<file path="src/rtl/mbgd_vec_packer.sv">
// mbgd_vec_packer: collects a serial stream of (x, theta) element pairs and
// presents them to the MBGD dot-product calculator as one packed vector pair.
// Element 0 lands in the most significant slot; short vectors are zero-padded.
// Optional statistics outputs (vec_count, pad_seen) exist only when the
// macro MBGD_PACK_STATS_EN is defined.
module mbgd_vec_packer #(
    parameter int DATA_WIDTH = 8,
    parameter int NUM_ELEMS  = 8,
    parameter int N_BIT      = 3
) (
    input  logic                            clk,
    input  logic                            reset,
    input  logic                            in_valid,
    output logic                            in_ready,
    input  logic [DATA_WIDTH-1:0]           in_x,
    input  logic [DATA_WIDTH-1:0]           in_teta,
    input  logic                            in_last,
    output logic                            out_valid,
    input  logic                            out_ready,
    output logic [DATA_WIDTH*NUM_ELEMS-1:0] out_x,
    output logic [DATA_WIDTH*NUM_ELEMS-1:0] out_teta,
    output logic                            enable,
    output logic [N_BIT:0]                  out_len
`ifdef MBGD_PACK_STATS_EN
    ,
    output logic [15:0]                     vec_count,
    output logic                            pad_seen
`endif
);

    localparam int W = DATA_WIDTH * NUM_ELEMS;

    typedef enum logic {S_FILL, S_WAIT} state_t;

    state_t           state_reg;
    logic [N_BIT-1:0] count_reg;
    logic [W-1:0]     asm_x_reg;
    logic [W-1:0]     asm_t_reg;
    logic [N_BIT:0]   hold_len_reg;

    logic [W-1:0]     asm_x_next;
    logic [W-1:0]     asm_t_next;
    logic [N_BIT:0]   beat_len;
    logic [N_BIT:0]   load_len;
    logic             in_xfer;
    logic             out_xfer;
    logic             closing;
    logic             load_fill;
    logic             load_wait;
    logic             stall_fill;

    // Input side is open only while no closed vector is parked internally.
    assign in_ready = (state_reg == S_FILL);
    assign in_xfer  = in_valid && in_ready;
    assign out_xfer = out_valid && out_ready;

    // A beat closes the vector on the last slot or on an explicit in_last.
    assign closing  = in_last || (count_reg == N_BIT'(NUM_ELEMS - 1));
    assign beat_len = {1'b0, count_reg} + {{N_BIT{1'b0}}, 1'b1};

    // Closing beat goes straight to the output when the output slot frees up
    // this cycle; otherwise the assembled pair is parked until it does.
    assign load_fill  = (state_reg == S_FILL) && in_xfer && closing && (!out_valid || out_xfer);
    assign stall_fill = (state_reg == S_FILL) && in_xfer && closing && out_valid && !out_xfer;
    assign load_wait  = (state_reg == S_WAIT) && out_xfer;
    assign load_len   = load_wait ? hold_len_reg : beat_len;

    // Assembly view including the current beat, slot by slot (slot 0 = MSB).
    generate
        for (genvar gi = 0; gi < NUM_ELEMS; gi++) begin : g_slot
            localparam int HI = W - 1 - gi * DATA_WIDTH;
            assign asm_x_next[HI -: DATA_WIDTH] = (in_xfer && count_reg == N_BIT'(gi))
                                                  ? in_x : asm_x_reg[HI -: DATA_WIDTH];
            assign asm_t_next[HI -: DATA_WIDTH] = (in_xfer && count_reg == N_BIT'(gi))
                                                  ? in_teta : asm_t_reg[HI -: DATA_WIDTH];
        end
    endgenerate

    // Fill/wait controller with registered output pair and enable strobe.
    always_ff @(posedge clk) begin
        if (reset) begin
            state_reg    <= S_FILL;
            count_reg    <= '0;
            asm_x_reg    <= '0;
            asm_t_reg    <= '0;
            hold_len_reg <= '0;
            out_valid    <= 1'b0;
            enable       <= 1'b0;
            out_x        <= '0;
            out_teta     <= '0;
            out_len      <= '0;
        end else begin
            enable <= 1'b0;
            if (out_xfer) begin
                out_valid <= 1'b0;
            end
            case (state_reg)
                S_FILL: begin
                    if (load_fill) begin
                        out_x     <= asm_x_next;
                        out_teta  <= asm_t_next;
                        out_len   <= load_len;
                        out_valid <= 1'b1;
                        enable    <= 1'b1;
                        asm_x_reg <= '0;
                        asm_t_reg <= '0;
                        count_reg <= '0;
                    end else if (stall_fill) begin
                        asm_x_reg    <= asm_x_next;
                        asm_t_reg    <= asm_t_next;
                        hold_len_reg <= beat_len;
                        count_reg    <= '0;
                        state_reg    <= S_WAIT;
                    end else if (in_xfer) begin
                        asm_x_reg <= asm_x_next;
                        asm_t_reg <= asm_t_next;
                        count_reg <= count_reg + N_BIT'(1);
                    end
                end
                S_WAIT: begin
                    if (load_wait) begin
                        out_x     <= asm_x_reg;
                        out_teta  <= asm_t_reg;
                        out_len   <= load_len;
                        out_valid <= 1'b1;
                        enable    <= 1'b1;
                        asm_x_reg <= '0;
                        asm_t_reg <= '0;
                        state_reg <= S_FILL;
                    end
                end
                default: state_reg <= S_FILL;
            endcase
        end
    end

`ifdef MBGD_PACK_STATS_EN
    // Statistics: delivered-pair counter and sticky short-vector flag.
    always_ff @(posedge clk) begin
        if (reset) begin
            vec_count <= '0;
            pad_seen  <= 1'b0;
        end else begin
            if (out_xfer) begin
                vec_count <= vec_count + 16'd1;
            end
            if ((load_fill || load_wait) && (load_len < (N_BIT + 1)'(NUM_ELEMS))) begin
                pad_seen <= 1'b1;
            end
        end
    end
`endif

endmodule
</file>
<file path="config.mk">
export PLATFORM = sky130hd
export DESIGN_NAME = mbgd_vec_packer
export DESIGN_NICKNAME = d
export VERILOG_FILES = /design/src/rtl/mbgd_vec_packer.sv
export SDC_FILE = /design/constraint.sdc
export NUM_CORES = 1
export LEC_CHECK = 0
export CAP_MARGIN = 10
export CORE_ASPECT_RATIO = 1.5
export CORE_MARGIN = 2
export CORE_UTILIZATION = 49
export DETAILED_ROUTE_END_ITERATION = 10
export GPL_TIMING_DRIVEN = 0
export PLACE_DENSITY = 0.76
export SLEW_MARGIN = 25
export SYNTH_ARGS = -nofsm -noshare
export SYNTH_HDL_FRONTEND = slang
export SYNTH_SLANG_ARGS = --single-unit
export TNS_END_PERCENT = 50
</file>
<file path="constraint.sdc">
create_clock -name clk -period 1.9 [get_ports clk]
set_input_delay 0.19 -clock clk [delete_from_list [all_inputs] [get_ports clk]]
set_output_delay 0.19 -clock clk [all_outputs]
set_load 0.02 [all_outputs]
</file>
==> results of run 1 <==
## repair_timing
| item | CTS | global route |
|---|---|---|
| gates resized for setup | 119 | 157 |
| hold endpoints to repair | 0 | 0 |
| hold buffers | 0 | 0 |
| pin swaps | 20 | 24 |
| cloned | 2 | 6 |
| buffers inserted | 27 | 19 |
| endpoints found under the setup margin | 266 | 215 |
## where the power goes
part	internal, mW	leakage (nW)	switching, mW
sequential	5.86	2.20	0.144
clock	2.86	0.407	2.24
combinational	0.890	2.88	1.20
## worst min-delay path by stage
stage / start / to / slack [ps] / cells after the start
3_5_place_dp: asm_x_reg[54] / asm_x_reg[54] / 450 / 1
5_1_grt: in_x[6] / asm_x_reg[46] / 450 / 3
3_3_place_gp: asm_x_reg[57] / asm_x_reg[57] / 440 / 1
2_1_floorplan: in_x[0] / asm_x_reg[40] / 380 / 2
6_report: in_x[4] / asm_x_reg[60] / 440 / 3
4_1_cts: in_x[4] / asm_x_reg[60] / 420 / 3
## routing by layer
metal / part of all wire / routed length (um) / GRT usage
met5: 0 / 0 / 0
met4: 0.060 / 2359 / 0.1467
met3: 0.068 / 2681 / 0.04162
met2: 0.50 / 19630 / 0.5257
met1: 0.37 / 14580 / 0.3525
## critical path: stages, from the launching register on
cell       delay [ps]
dfxtp_4           380
ha_4              170
ha_4              160
or2_4             280
a21oi_4           230
nand3_2           210
buf_2             260
o2bb2ai_1         190
## cells in the mapped netlist, types with 2 or more instances
cell       number  area, um^2
dfxtp_1       270        5405
a21oi_1       170       850.8
mux2i_1        97       970.9
a211oi_1       94       705.7
nand2_1        76       285.3
a22o_1         48       420.4
clkbuf_1       48       180.2
o2bb2ai_1      48       420.4
buf_2          39       195.2
nand3_1        38       190.2
a311oi_1       34       297.8
o21ai_0        34       170.2
nand2b_1       21       131.4
nor2b_1        19       118.9
buf_4          16       120.1
buf_6          12       135.1
nor2_1         10       37.54
a21oi_2         6       52.55
ha_1            6       75.07
inv_1           6       22.52
a211oi_2        4       50.05
buf_1           4       15.01
o211ai_2        4       50.05
a21oi_4         3       48.80
nand3_2         3       30.03
a211oi_4        2       40.04
buf_8           2       30.03
clkbuf_2        2       10.01
nand3b_1        2       15.01
nand4_1         2       12.51
nor2_8          2       40.04
o211ai_1        2       15.01
o21ai_1         2       10.01
o21ai_2         2       17.52
## cell type report
class,count,share of cell area
plain buffers,123,0.06259
clock buffers,34,0.04503
repair buffers,209,0.1361
flip-flops and latches,270,0.3488
multi-input cells,740,0.3762
clock inverters,12,0.007492
inverters,6,0.001611
well taps,276,0.02223
## kinds of logic (layout without fill, tap and decap cells)
logic type | after synthesis | in the layout | share of synthesized area
flops | 270 | 270 | 0.4800
fa+ha+maj | 6 | 6 | 0.006666
mux | 97 | 97 | 0.08622
simple gates | 182 | 182 | 0.08300
buf+inv | 129 | 384 | 0.06289
compound gates | 455 | 455 | 0.2812
## stage by stage
step / cell area, um^2 / instances / setup TNS, ps / hold WS (ps) / utilization
after global placement: 13190 / 1570 / -100880 / 443.0 / 0.5869
after CTS: 14710 / 1645 / 0 / 415.5 / 0.6549
final: 15530 / 1670 / -932.6 / 439.4 / 0.6914
after detailed placement: 13190 / 1570 / -108920 / 445.6 / 0.5869
after global routing: 15530 / 1670 / -3504 / 448.3 / 0.6914
after floorplan: 11290 / 1139 / 0 / 383.6 / -
==> flow_metrics.env, run 1 <==
export IMPL_run_status="finished with violations"
export IMPL_failed_checks="negative setup slack"
export IMPL_synth_seq_area_share=0.4800
export IMPL_wl_um=39250
export IMPL_fin_skew_ps=15.48
export IMPL_power_density_nw_per_um2=849.9
export IMPL_total_power_mw=13.20
export IMPL_synth_edff_count=0
export IMPL_cts_buffers=25
export IMPL_grt_usage=0.2980
export IMPL_placementRows=67
export IMPL_avgRoutedWirePerCell_um=23.50
export IMPL_r2r_end="asm_t_reg[61]"
export IMPL_fillers=1650
export IMPL_io_pins=156
export IMPL_route_detailed_drc=0
export IMPL_grt_start_max_net_pins=16
export IMPL_die_h_um=189.7
export IMPL_synth_cells=1139
export IMPL_antenna_found_initial=0
export IMPL_async_flop_share=0
export IMPL_crit_end="asm_t_reg[61]"
export IMPL_critPathRequiredTime_ps=2360
export IMPL_area_growth_pct=37.93
export IMPL_fin_ws_ps=-73.83
export IMPL_setup_violations=55
export IMPL_r2r_slack_ps=-70
export IMPL_cts_tree="yes"
export IMPL_place_congestion=0.9289
export IMPL_drt_iter0_drc=795
export IMPL_start_kind="flop"
export IMPL_ir_worst_vdd_mv=0.8807
export IMPL_cts_root_buf="clkbuf_16"
export IMPL_cts_max_level=1
export IMPL_coreArea_um2=22470
export IMPL_layout_common_cells="dfxtp_1 (266), clkdlybuf4s50_1 (155), a21oi_1 (127), mux2i_1 (92), nand2_1 (75)"
export IMPL_pre_cts_slack_ps=-659.6
export IMPL_syn_nets=1166
export IMPL_final_common_cell="dfxtp_1"
export IMPL_insertion_delay_ps=540
export IMPL_synth_cell_type_count=45
export IMPL_ys_warn_count=0
export IMPL_ant_nets=0
export IMPL_rr_startpoint="count_reg[1]"
export IMPL_grt_pass1_wl_um=56530
export IMPL_cp_arrival_ps=2430
export IMPL_regArea_um2=5418
export IMPL_ys_ff_latch=270
export IMPL_cts_max_path_buffers=3
export IMPL_dominantRegCellSynth="dfxtp_1"
export IMPL_viasPerCell=6.350
export IMPL_portBuffers=155
export IMPL_finalCritPeriodShare=1.039
export IMPL_maxSlewViolCount=0
export IMPL_hold_path_class="in -> reg"
export IMPL_drive_gt1_frac=0.2504
export IMPL_slew_headroom=0.3231
export IMPL_hold_violations=0
export IMPL_maxCapViolCount=0
export IMPL_nets=1402
export IMPL_crit_start="count_reg[1]"
export IMPL_dp_final_hpwl_um=25510
export IMPL_firstDrtPassIters=5
export IMPL_cts_clk_slew_worst_paths_ps=70
export IMPL_multi_input_area_um2=5843
export IMPL_rr_worst_depth=7
export IMPL_synth_area_per_cell_um2=9.887
export IMPL_syn_area_um2=11260
export IMPL_period_minus_slack_ps=1974
export IMPL_fmax_mhz=506.6
export IMPL_path_class="reg -> reg"
export IMPL_diodes=0
export IMPL_route_vias_total=10600
export IMPL_dieArea_um2=24230
export IMPL_rsz0062_at_grt="yes"
export IMPL_numClockSinks=270
export IMPL_worstMarginPinSlew_ps=1015
export IMPL_cp_max_fo=10
export IMPL_die_x_um=127.8
export IMPL_start_util=0.5012
export IMPL_end_kind="flop"
export IMPL_p_leak_nw=5.492
export IMPL_overflow=0
export IMPL_grt_pass1_vias=9952
Power figures use the tool's default switching activity.
==> run 2, diff against run 1 <==
--- a/config.mk
+++ b/config.mk
@@ -10,7 +10,6 @@
 export CORE_MARGIN = 2
 export CORE_UTILIZATION = 49
 export DETAILED_ROUTE_END_ITERATION = 10
-export GPL_TIMING_DRIVEN = 0
 export PLACE_DENSITY = 0.76
 export SLEW_MARGIN = 25
 export SYNTH_ARGS = -nofsm -noshare
==> constraint.sdc (replaced) <==
create_clock -name clk -period 1.6 [get_ports clk]
set_input_delay 0.16 -clock clk [delete_from_list [all_inputs] [get_ports clk]]
set_output_delay 0.16 -clock clk [all_outputs]
set_load 0.02 [all_outputs]
==> flow_metrics.env, run 2 (synthesis results as in run 1) <==
export IMPL_period_minus_slack_ps=1959
export IMPL_dp_cells=1583
export IMPL_cts_buffers=25
export IMPL_setup_violations=396
export IMPL_nets=1403
export IMPL_run_status="finished with violations"
export IMPL_insertion_delay_ps=530
export IMPL_cp_max_fo=6
export IMPL_fin_cells=1671
export IMPL_failed_checks="negative setup slack"
export IMPL_hold_path_class="in -> reg"
export IMPL_critPathRequiredTime_ps=2010
export IMPL_drt_iter0_drc=1083
export IMPL_cts_tree="yes"
export IMPL_grt_start_max_net_pins=72
export IMPL_cts_max_level=1
export IMPL_maxSlewViolCount=0
export IMPL_cp_arrival_ps=2370
export IMPL_portBuffers=155
export IMPL_p_leak_nw=5.987
export IMPL_final_common_cell="dfxtp_1"
export IMPL_grt_usage=0.2865
export IMPL_maxCapViolCount=0
export IMPL_io_pins=156
export IMPL_fmax_mhz=510.3
export IMPL_diodes=0
export IMPL_dp_final_hpwl_um=22450
export IMPL_slew_headroom=0.6920
export IMPL_cts_clk_slew_worst_paths_ps=70
export IMPL_route_vias_total=10730
export IMPL_viasPerCell=6.419
export IMPL_avgRoutedWirePerCell_um=24.80
export IMPL_rr_startpoint="count_reg[1]"
export IMPL_coreArea_um2=22470
export IMPL_ant_nets=0
export IMPL_min_from="reset"
export IMPL_crit_end="asm_t_reg[24]"
export IMPL_layout_common_cells="dfxtp_1 (266), a21oi_1 (152), clkdlybuf4s50_1 (150), buf_4 (89), mux2i_1 (84)"
export IMPL_path_class="reg -> reg"
export IMPL_stdcell_area_um2=16710
export IMPL_drive_gt1_frac=0.2925
export IMPL_die_h_um=189.7
export IMPL_finalCritPeriodShare=1.225
export IMPL_end_kind="flop"
export IMPL_r2r_slack_ps=-360
export IMPL_rsz0062_at_grt="yes"
export IMPL_grt_pass1_vias=9995
export IMPL_rr_worst_depth=9
export IMPL_start_kind="flop"
export IMPL_hold_violations=0
export IMPL_die_x_um=127.8
export IMPL_start_util=0.5012
export IMPL_cts_root_buf="clkbuf_16"
export IMPL_power_density_nw_per_um2=979.1
export IMPL_placementRows=67
export IMPL_fin_ws_ps=-359.5
export IMPL_firstDrtPassIters=6
export IMPL_ir_worst_vdd_mv=0.7889
export IMPL_grt_pass1_wl_um=55620
export IMPL_crit_start="count_reg[1]"
export IMPL_cts_max_path_buffers=3
export IMPL_numClockSinks=270
export IMPL_overflow=0
export IMPL_antenna_found_initial=0
export IMPL_worstMarginPinSlew_ps=460.9
export IMPL_fin_skew_ps=8.934
export IMPL_r2r_end="asm_t_reg[24]"
export IMPL_cts_hold_buf=0
export IMPL_min_delay_path_depth=2
export IMPL_route_detailed_drc=0
export IMPL_dieArea_um2=24230
export IMPL_dpl_instance_area_um2=14170
export IMPL_wl_um=41440
export IMPL_area_growth_pct=48.40
export IMPL_place_congestion=0.8802
==> run 2: changes by cell type in the layout (fill, tap and decap cells not counted), moves of 12 or more <==
cell and delta:
buf_4 +36, a21oi_1 +25, buf_12 +41, clkbuf_1 -32, a211oi_1 -13, a311oi_1 -25, clkbuf_16 +12, buf_2 -19
buf_6 -12, a21oi_2 -26, a311oi_2 +25
==> run 2: per-layer routing <==
layer	routed length, um	up-vias	share of wire	global-route usage
li1	-	4735	-	-
met1	14800	5183	0.36	0.3494
met2	21170	649	0.51	0.5064
met3	3082	159	0.074	0.03375
met4	2385	0	0.058	0.1238
met5	0	-	0	0
==> run 2: how the worst min path moves through the flow <==
| stage | endpoint | slack [ps] |
|---|---|---|
| 2_1_floorplan | asm_x_reg[40] | 350 |
| 6_report | out_teta[29] | 40 |
| 3_5_place_dp | asm_x_reg[63] | 450 |
| 5_1_grt | out_teta[29] | 40 |
| 3_3_place_gp | asm_t_reg[56] | 440 |
| 4_1_cts | count_reg[1] | 30 |
==> run 2: repair_timing <==
item	in CTS	in global routing
gates resized for setup	116	93
setup buffers	11	8
setup endpoints to repair	396	398
pin swaps	26	38
cloned	3	24
==> run 2: report_power, final <==
part           switching, mW  internal (mW)
clock network           2.64           3.77
registers              0.168           6.96
logic                   1.53           1.30
total                   4.33           12.0
==> run 2: layout make-up <==
cell class / count / area (um^2)
Sequential cell: 270 / 5415
Tap cell: 276 / 345.3
Inverter: 6 / 27.53
Fill cell: 1389 / 5756
Timing Repair Buffer: 333 / 3985
Clock buffer: 40 / 803.3
Multi-Input combinational cell: 740 / 6047
Clock inverter: 6 / 87.58
==> run 2: worst max-delay path: stages, from the launching register on <==
cell,delay (ps)
dfxtp_4,360
ha_4,150
ha_4,150
nor2_4,50
buf_6,120
o211ai_1,340
a21oi_2,160
buf_4,170
buf_12,130
a22o_1,210
==> run 2: through the flow <==
step           setup WS [ps]  hold WS (ps)  power (mW)  setup TNS, ps    util
3_5_place_dp          -412.1         445.6       9.483         -69690  0.6308
4_1_cts               -201.5         26.44       15.92         -36200  0.7027
6_report              -359.5         38.72       16.36         -60760  0.7438
2_1_floorplan         -150.4         353.6       8.427         -15530       -
3_3_place_gp          -355.9         443.3       9.454         -67200  0.6308
5_1_grt               -405.2         43.78       16.78         -78170  0.7438
